File: src/rtl/tdm_pkg.sv
// rtl/tdm_pkg.sv - shared types and constants for the 4-slot TDM receiver
package tdm_pkg;

    typedef enum logic [1:0] {
        HUNT    = 2'd0,
        CONFIRM = 2'd1,
        LOCKED  = 2'd2
    } state_t;

    localparam int SLOTS  = 4;
    localparam int SLOT_W = 2;

    // Slot position following the given one; wraps 3 -> 0 naturally in SLOT_W bits
    function automatic logic [SLOT_W-1:0] next_slot(input logic [SLOT_W-1:0] s);
        return s + 1'b1;
    endfunction

endpackage

File: src/rtl/tdm_sync_fsm.sv
// rtl/tdm_sync_fsm.sv - slot tracking, frame-lock FSM and sync error detection
module tdm_sync_fsm
    import tdm_pkg::*;
#(
    parameter int LOCK_FRAMES = 2
) (
    input  logic              clk,
    input  logic              rst_n,
    input  logic              valid,
    input  logic              sync,
    output logic [SLOT_W-1:0] slot,
    output logic              is_last,
    output logic              locked,
    output logic              sync_err
);

    localparam int CNT_W = (LOCK_FRAMES < 2) ? 1 : $clog2(LOCK_FRAMES + 1);

    state_t            state;
    logic [SLOT_W-1:0] slot_q;
    logic [CNT_W-1:0]  frm_cnt;

    // Slot of the current beat: an accepted SYNC always marks slot 0
    always_comb begin
        slot    = sync ? '0 : slot_q;
        is_last = valid && (state == LOCKED) && (slot == SLOT_W'(SLOTS - 1));
    end

    // Lock FSM, slot counter and registered LOCKED / SYNC_ERR
    always_ff @(posedge clk or negedge rst_n) begin
        if (!rst_n) begin
            state    <= HUNT;
            slot_q   <= '0;
            frm_cnt  <= '0;
            locked   <= 1'b0;
            sync_err <= 1'b0;
        end else begin
            sync_err <= 1'b0;
            if (valid) begin
                slot_q <= next_slot(slot);
                case (state)
                    HUNT: begin
                        if (sync) begin
                            frm_cnt <= CNT_W'(1);
                            if (LOCK_FRAMES <= 1) begin
                                state  <= LOCKED;
                                locked <= 1'b1;
                            end else begin
                                state <= CONFIRM;
                            end
                        end
                    end
                    CONFIRM: begin
                        if (slot_q == '0) begin
                            if (!sync) begin
                                state   <= HUNT;
                                frm_cnt <= '0;
                            end else if (int'(frm_cnt) + 1 >= LOCK_FRAMES) begin
                                state  <= LOCKED;
                                locked <= 1'b1;
                            end else begin
                                frm_cnt <= frm_cnt + 1'b1;
                            end
                        end else if (sync) begin
                            // SYNC arrived early: this beat becomes slot 0 of a fresh count
                            frm_cnt <= CNT_W'(1);
                        end
                    end
                    LOCKED: begin
                        if (slot_q == '0 && !sync) begin
                            sync_err <= 1'b1;
                            state    <= HUNT;
                            locked   <= 1'b0;
                            frm_cnt  <= '0;
                        end else if (slot_q != '0 && sync) begin
                            sync_err <= 1'b1;
                            state    <= CONFIRM;
                            locked   <= 1'b0;
                            frm_cnt  <= CNT_W'(1);
                        end
                    end
                    default: begin
                        state  <= HUNT;
                        locked <= 1'b0;
                    end
                endcase
            end
        end
    end

endmodule

File: src/rtl/tdm_demux4.sv
// rtl/tdm_demux4.sv - 4-slot TDM demultiplexer with frame-sync lock
module tdm_demux4
    import tdm_pkg::*;
#(
    parameter int WIDTH       = 1,
    parameter int LOCK_FRAMES = 2
) (
    input  logic             clk,
    input  logic             rst_n,
    input  logic [WIDTH-1:0] d,
    input  logic             valid,
    input  logic             sync,
    output logic [WIDTH-1:0] y0,
    output logic [WIDTH-1:0] y1,
    output logic [WIDTH-1:0] y2,
    output logic [WIDTH-1:0] y3,
    output logic             frame_vld,
    output logic             locked,
    output logic             sync_err
);

    logic [SLOT_W-1:0] slot;
    logic              is_last;
    logic [WIDTH-1:0]  shadow [SLOTS];

    tdm_sync_fsm #(
        .LOCK_FRAMES(LOCK_FRAMES)
    ) u_sync_fsm (
        .clk     (clk),
        .rst_n   (rst_n),
        .valid   (valid),
        .sync    (sync),
        .slot    (slot),
        .is_last (is_last),
        .locked  (locked),
        .sync_err(sync_err)
    );

    // Capture every beat into the shadow; publish a whole frame at once on its last slot
    always_ff @(posedge clk or negedge rst_n) begin
        if (!rst_n) begin
            for (int i = 0; i < SLOTS; i++) begin
                shadow[i] <= '0;
            end
            y0        <= '0;
            y1        <= '0;
            y2        <= '0;
            y3        <= '0;
            frame_vld <= 1'b0;
        end else begin
            frame_vld <= is_last;
            if (valid) begin
                shadow[slot] <= d;
            end
            if (is_last) begin
                // Slot 3 comes straight from the lane so the frame lands on this edge
                y0 <= shadow[0];
                y1 <= shadow[1];
                y2 <= shadow[2];
                y3 <= d;
            end
        end
    end

endmodule
File: config.mk
export PLATFORM = sky130hd
export DESIGN_NAME = tdm_demux4
export DESIGN_NICKNAME = d
export VERILOG_FILES = /design/src/rtl/tdm_pkg.sv /design/src/rtl/tdm_sync_fsm.sv /design/src/rtl/tdm_demux4.sv
export SDC_FILE = /design/constraint.sdc
export NUM_CORES = 1
export LEC_CHECK = 0
export BUFFER_PORTS_ARGS = -buffer_cell sky130_fd_sc_hd__buf_2
export CELL_PAD_IN_SITES_DETAIL_PLACEMENT = 0
export CELL_PAD_IN_SITES_GLOBAL_PLACEMENT = 1
export CORE_MARGIN = 2
export CORE_UTILIZATION = 35
export DETAILED_ROUTE_END_ITERATION = 7
export GPL_ROUTABILITY_DRIVEN = 0
export PLACE_DENSITY = 0.75
export SKIP_CTS_REPAIR_TIMING = 1
export SLEW_MARGIN = 10
export SYNTH_ARGS = -nofsm -noshare
export SYNTH_HDL_FRONTEND = slang
export SYNTH_SLANG_ARGS = --single-unit
File: constraint.sdc
create_clock -name clk -period 1.8 [get_ports clk]
set_input_delay 0.27 -clock clk [delete_from_list [all_inputs] [get_ports clk]]
set_output_delay 0.27 -clock clk [all_outputs]
set_load 0.05 [all_outputs]
==> metrics.cfg, run 1 <==
[worst_setup_path]
worstPathArrival_ns=1.88
r2r-start=u_sync_fsm.slot_q[0]$_DFFE_PN0P_
criticalPathCategory=reg2reg
required_ns=1.97
rrSetupSlack_ns=0.1
r2r_end=u_sync_fsm.state[0]$_DFFE_PN0P_
setup.worst_path.end_class=register
worst_setup_path_start_kind=register
ff2ff_path_depth=4
path_max_fanout=8

[placed_design]
portBuffers=11
dp_hpwl_um=1300
dp_cells=130

[worst_hold_path]
whs_path_depth=2
worstHoldStart=valid
holdPathEnd=u_sync_fsm.slot_q[0]$_DFFE_PN0P_
hold_class=in2reg

[flow_run]
cap_violations=0

[synth]
synth_xor_area_share_pct=0
yosys-mux-area-fraction_pct=13.6
synth-simple-area-share_pct=8.02
synth_compound_area_share_pct=16.0
synth_nets=101
syn_avg_cell_area_um2=10.7
ys_types=22
synth_seq_cells=16
synth_top_family_by_area=compound AO/OA/AOI/OAI gates
syn_area_um2=921
synth_warnings=0
synthCells=86
ys_seq_area_share_pct=43.5
synthAdderAreaFrac_pct=13.6

[grt]
grt_max_degree=17
grt_remaining_overflow=0
track_usage_pct=12.4
grt_pass1_wl_um=2970
antenna_found_initial=0
first_global_vias=647

[floorplanning]
ios=12
start_util_pct=37.2
dieArea_um2=3060
die_h_um=55.3
core-area_um2=2480
die_w_um=55.3
rows=18

[timing]
rsz0062_at_grt=no
fmax_ghz=0.587
hold_slack_ns=0.270
setup-tns-final_ns=0
fin_crit_ns=1.70
worst_slew_pin_slew_ns=0.399
drv_slew=0
setup_viol=0
fin_crit_sh_pct=94.6
finClkSkew_ns=0.00352
slew_headroom_pct=73.1
finalHoldViolCount=0

[final_layout]
antenna_cells=0
fin_nets=121
final_layout_size_suffix_gt1_share_pct=29.5
stdcell_count=135
area_delta_synth_final_pct=17.9

[drt]
ant_nets=0
num_vias=683
wl_per_cell_um=12.3
drtIter0Drc=20
via_per_inst=5.06
drc=0
totalWireLength_um=1670
firstDrtPassIters=4

[clock_network]
h-tree-depth=1
cts.path.max_buffers=2
root_buffer=clkbuf_4
cts_buffers=3
insertion_delay_ns=0.28
path_clk_slew_ns=0.09
cts_tree=yes
numClockSinks=16

[outcome]
outcome=completed

[power]
pwr_density_cell_nw_per_um2=1490
leakagePower_nw=0.560
irDropWorstVdd_mv=0.680

[kinds of logic after synthesis]
| logic type | Yosys count |
|---|---|
| AOI/OAI and AO/OA | 20 |
| DFF | 16 |
| buffers and inverters | 13 |
| and+or+nand+nor | 16 |
| adders and majority gates | 10 |
| muxes | 11 |
[cells in the final DEF (no fill, tap or decap), types with 2 or more instances in the layout]
| cell | instances |
|---|---|
| dfrtp_1 | 16 |
| inv_1 | 12 |
| buf_2 | 11 |
| ha_1 | 10 |
| nand2_1 | 8 |
| mux2_2 | 8 |
| a21oi_1 | 7 |
| buf_4 | 4 |
| o21ai_0 | 3 |
| nor2_1 | 3 |
| a31oi_1 | 3 |
| clkbuf_4 | 3 |
| nand3_1 | 2 |
| mux2i_1 | 2 |
| a41oi_1 | 2 |
[registers in the layout (all words and copies together), names as in the netlist]
name,count
shadow,3
u_sync_fsm.locked,1
y3,1
y1,1
u_sync_fsm.frm_cnt,2
u_sync_fsm.sync_err,1
u_sync_fsm.slot_q,2
y2,1
u_sync_fsm.state,2
frame_vld,1
y0,1
[area by class of cell]
class                           count  area, um^2
Clock buffer                        4        36.3
Fill cell                         234        1390
Inverter                           12        45.0
Multi-Input combinational cell     57         472
Sequential cell                    16         400
Tap cell                           30        37.5
Timing Repair Buffer               16        95.1
[metrics by stage]
step                cell area (um^2)  setup slack, ns  total power [mW]  utilization, %
floorplan                        921            0.188              1.16               -
global placement                1040            0.143              1.37            42.0
detailed placement              1040           0.0929              1.39            42.0
CTS                             1080            0.113              1.63            43.4
global route                    1090           0.0548              1.76            43.8
finish                          1090           0.0978              1.62            43.8
[report_power, final]
part	leakage [nW]	switching, mW	internal [mW]
clock network	0.0210	0.110	0.123
logic	0.337	0.510	0.330
registers	0.203	0.0713	0.472
total	0.560	0.692	0.925
[worst max-delay path: stages (launching register included)]
cell	delay, ns
dfrtp_1	0.46
or3_4	0.38
a31oi_4	0.27
o2111ai_2	0.16
mux2_4	0.32
[layer usage]
layer / vias to the layer above / global-route usage [%] / part of all wire [%]
met1: 324 / 15.4 / 49
met2: 16 / 19.2 / 45
met5: - / 0 / 0
met4: 0 / 5.23 / 1.4
met3: 4 / 4.68 / 4.6
li1: 339 / - / -
[synthesized netlist by cell type]
master | n | area share, %
and3_1 | 1 | 0.68
a31oi_4 | 1 | 2.3
a31oi_1 | 3 | 2.0
a41oi_1 | 2 | 1.9
nor2_1 | 3 | 1.2
dfrtp_1 | 16 | 43
ha_1 | 10 | 14
mux2i_1 | 2 | 2.2
or3_4 | 1 | 1.2
o311ai_1 | 1 | 0.95
mux2_4 | 1 | 1.6
o21ai_0 | 3 | 1.6
mux2_2 | 8 | 9.8
a211oi_1 | 1 | 0.82
nor3_1 | 1 | 0.54
nand2_1 | 8 | 3.3
a21oi_1 | 7 | 3.8
nand3_1 | 2 | 1.1
inv_1 | 12 | 4.9
clkbuf_1 | 1 | 0.41
o2111ai_2 | 1 | 1.6
o32ai_1 | 1 | 0.95
[worst max-delay path by stage]
stage	startpoint	endpoint	slack, ns	depth (start not counted)
finish	u_sync_fsm.slot_q[0]$_DFFE_PN0P_	u_sync_fsm.state[0]$_DFFE_PN0P_	0.1	4
global route	u_sync_fsm.slot_q[0]$_DFFE_PN0P_	u_sync_fsm.frm_cnt[0]$_DFFE_PN0P_	0.05	5
CTS	u_sync_fsm.slot_q[0]$_DFFE_PN0P_	u_sync_fsm.state[0]$_DFFE_PN0P_	0.11	4
detailed placement	sync	u_sync_fsm.state[0]$_DFFE_PN0P_	0.09	5
global placement	sync	u_sync_fsm.state[0]$_DFFE_PN0P_	0.14	5
floorplan	u_sync_fsm.slot_q[1]$_DFFE_PN0P_	u_sync_fsm.state[0]$_DFFE_PN0P_	0.19	4
Power figures use the tool's default switching activity.
==> run 2: changes to the inputs <==
- CELL_PAD_IN_SITES_DETAIL_PLACEMENT: 0 -> unset
- CELL_PAD_IN_SITES_GLOBAL_PLACEMENT: 1 -> unset
- PLACE_DENSITY: 0.75 -> 0.64
==> run 2 against run 1 <==
  * Design area stayed put
  * Sequential power is 0.9% lower
  * Register-to-register slack worse by 0.02 ns
  * Wire length is 3.2% higher
  * Via count is 5.0% higher
  * Global-route usage is 0.061 points higher
  * Worst setup slack worse by 0.019 ns
  * First-iteration DRC count is 15% higher
  * Worst hold slack worse by 0.013 ns
  * Largest cell class unchanged
  * Highest routed layer unchanged
==> metrics.cfg, run 2 (synthesis gave the netlist of run 1 again) <==
[outcome]
outcome=completed

[timing]
drv_slew=0
setup_viol=0
fin_crit_ns=1.72
finClkSkew_ns=0.0130
setup-tns-final_ns=0
fin_crit_sh_pct=95.6
rsz0062_at_grt=no
worst_slew_pin_slew_ns=0.403
fin_ws_ns=0.0790
finalHoldViolCount=0
fmax_ghz=0.581
hold_slack_ns=0.257
slew_headroom_pct=72.9

[floorplanning]
start_util_pct=37.2
ios=12
die_h_um=55.3
rows=18
die_w_um=55.3
core-area_um2=2480
dieArea_um2=3060

[power]
p_sw_mw=0.697
comb_power_share_pct=51.9
swShare_pct=43.0
internal_power_mw=0.925
leakagePower_nw=0.560
irDropWorstVdd_mv=1.11
power_frac_seq_pct=33.2
p_total_mw=1.62
pwr_density_cell_nw_per_um2=1490
pwr-share-clk_pct=14.8

[clock_network]
cts_tree=yes
root_buffer=clkbuf_4
path_clk_slew_ns=0.10
numClockSinks=16
cts.path.max_buffers=2
cts_buffers=3
h-tree-depth=1
insertion_delay_ns=0.29

[worst_setup_path]
worst_setup_path_start_kind=register
rrSetupSlack_ns=0.08
criticalPathCategory=reg2reg
worstPathArrival_ns=1.90
path_max_fanout=8
setup.worst_path.end_class=register
required_ns=1.97
cp_slowest_cell=dfrtp_1
slowest_delay_ns=0.46
crit_chain=or3_4 > a31oi_4 > o2111ai_2 > mux2_4

[placed_design]
portBuffers=11
pre_cts_slack_ns=0.0964
dp_hpwl_um=1250

[final_layout]
final_common_cell=dfrtp_1
area_delta_synth_final_pct=17.9
largest_register=shadow
final_layout_size_suffix_gt1_share_pct=29.5
layout_common_cells=16 x dfrtp_1, 12 x inv_1, 11 x buf_2
utilization_pct=43.8
fin_nets=121
largest_register_ffs=3
antenna_cells=0

[grt]
grt_max_degree=17
track_usage_pct=12.5
grt_remaining_overflow=0
grt_pass1_wl_um=3040
antenna_found_initial=0
first_global_vias=713

[drt]
num_vias=717
drtIter0Drc=23
wl_per_cell_um=12.7
via_per_inst=5.31
drc=0
firstDrtPassIters=4
totalWireLength_um=1720
ant_nets=0

[flow_run]
cap_violations=0

[worst_hold_path]
hold_class=in2reg

run 2: stage by stage:
step                cells  area [um^2]
floorplan              86          921
global placement      130         1040
detailed placement    130         1040
CTS                   134         1080
global route          135         1090
finish                135         1090
run 2: layout make-up:
cell class | count | area [um^2]
fill | 243 | 1390
sequential | 16 | 400
timing repair buffer | 16 | 95.1
multi-input combinational | 57 | 472
inverter | 12 | 45.0
tap | 30 | 37.5
clock buffer | 4 | 36.3
run 2: final timing paths:
path | from | to | cells after the start
setup / recovery | u_sync_fsm.slot_q[0]$_DFFE_PN0P_ | u_sync_fsm.state[0]$_DFFE_PN0P_ | 4
hold reg to reg | y2$_DFFE_PN0P_ | y2$_DFFE_PN0P_ | 1
min in group asynchronous | rst_n | u_sync_fsm.slot_q[1]$_DFFE_PN0P_ | 2
hold / removal | d | shadow[3]$_DFFE_PN0P_ | 2
setup reg to reg | u_sync_fsm.slot_q[0]$_DFFE_PN0P_ | u_sync_fsm.state[0]$_DFFE_PN0P_ | 4
max in group asynchronous | rst_n | y3$_DFFE_PN0P_ | 2
run 2: worst max-delay path: cells and delay by family (launching register included):
family / cells / cell delay (ns)
flops: 1 / 0.46
compound gates: 2 / 0.44
simple gates: 1 / 0.38
mux: 1 / 0.32
run 2: power by group through the flow:
stage | Sequential [mW] | Clock (mW) | Combinational [mW]
6_report | 0.539 | 0.240 | 0.842
5_1_grt | 0.554 | 0.267 | 0.929
4_1_cts | 0.539 | 0.252 | 0.839
3_5_place_dp | 0.546 | 0 | 0.835
3_3_place_gp | 0.542 | 0 | 0.817
2_1_floorplan | 0.695 | 0 | 0.470
run 2: layer usage:
metal	wire [um]	track usage [%]	vias to the layer above
met5	0	0	-
met4	13	2.44	0
met3	103	5.39	6
met2	783	20.7	27
met1	818	15.0	344
li1	-	-	340
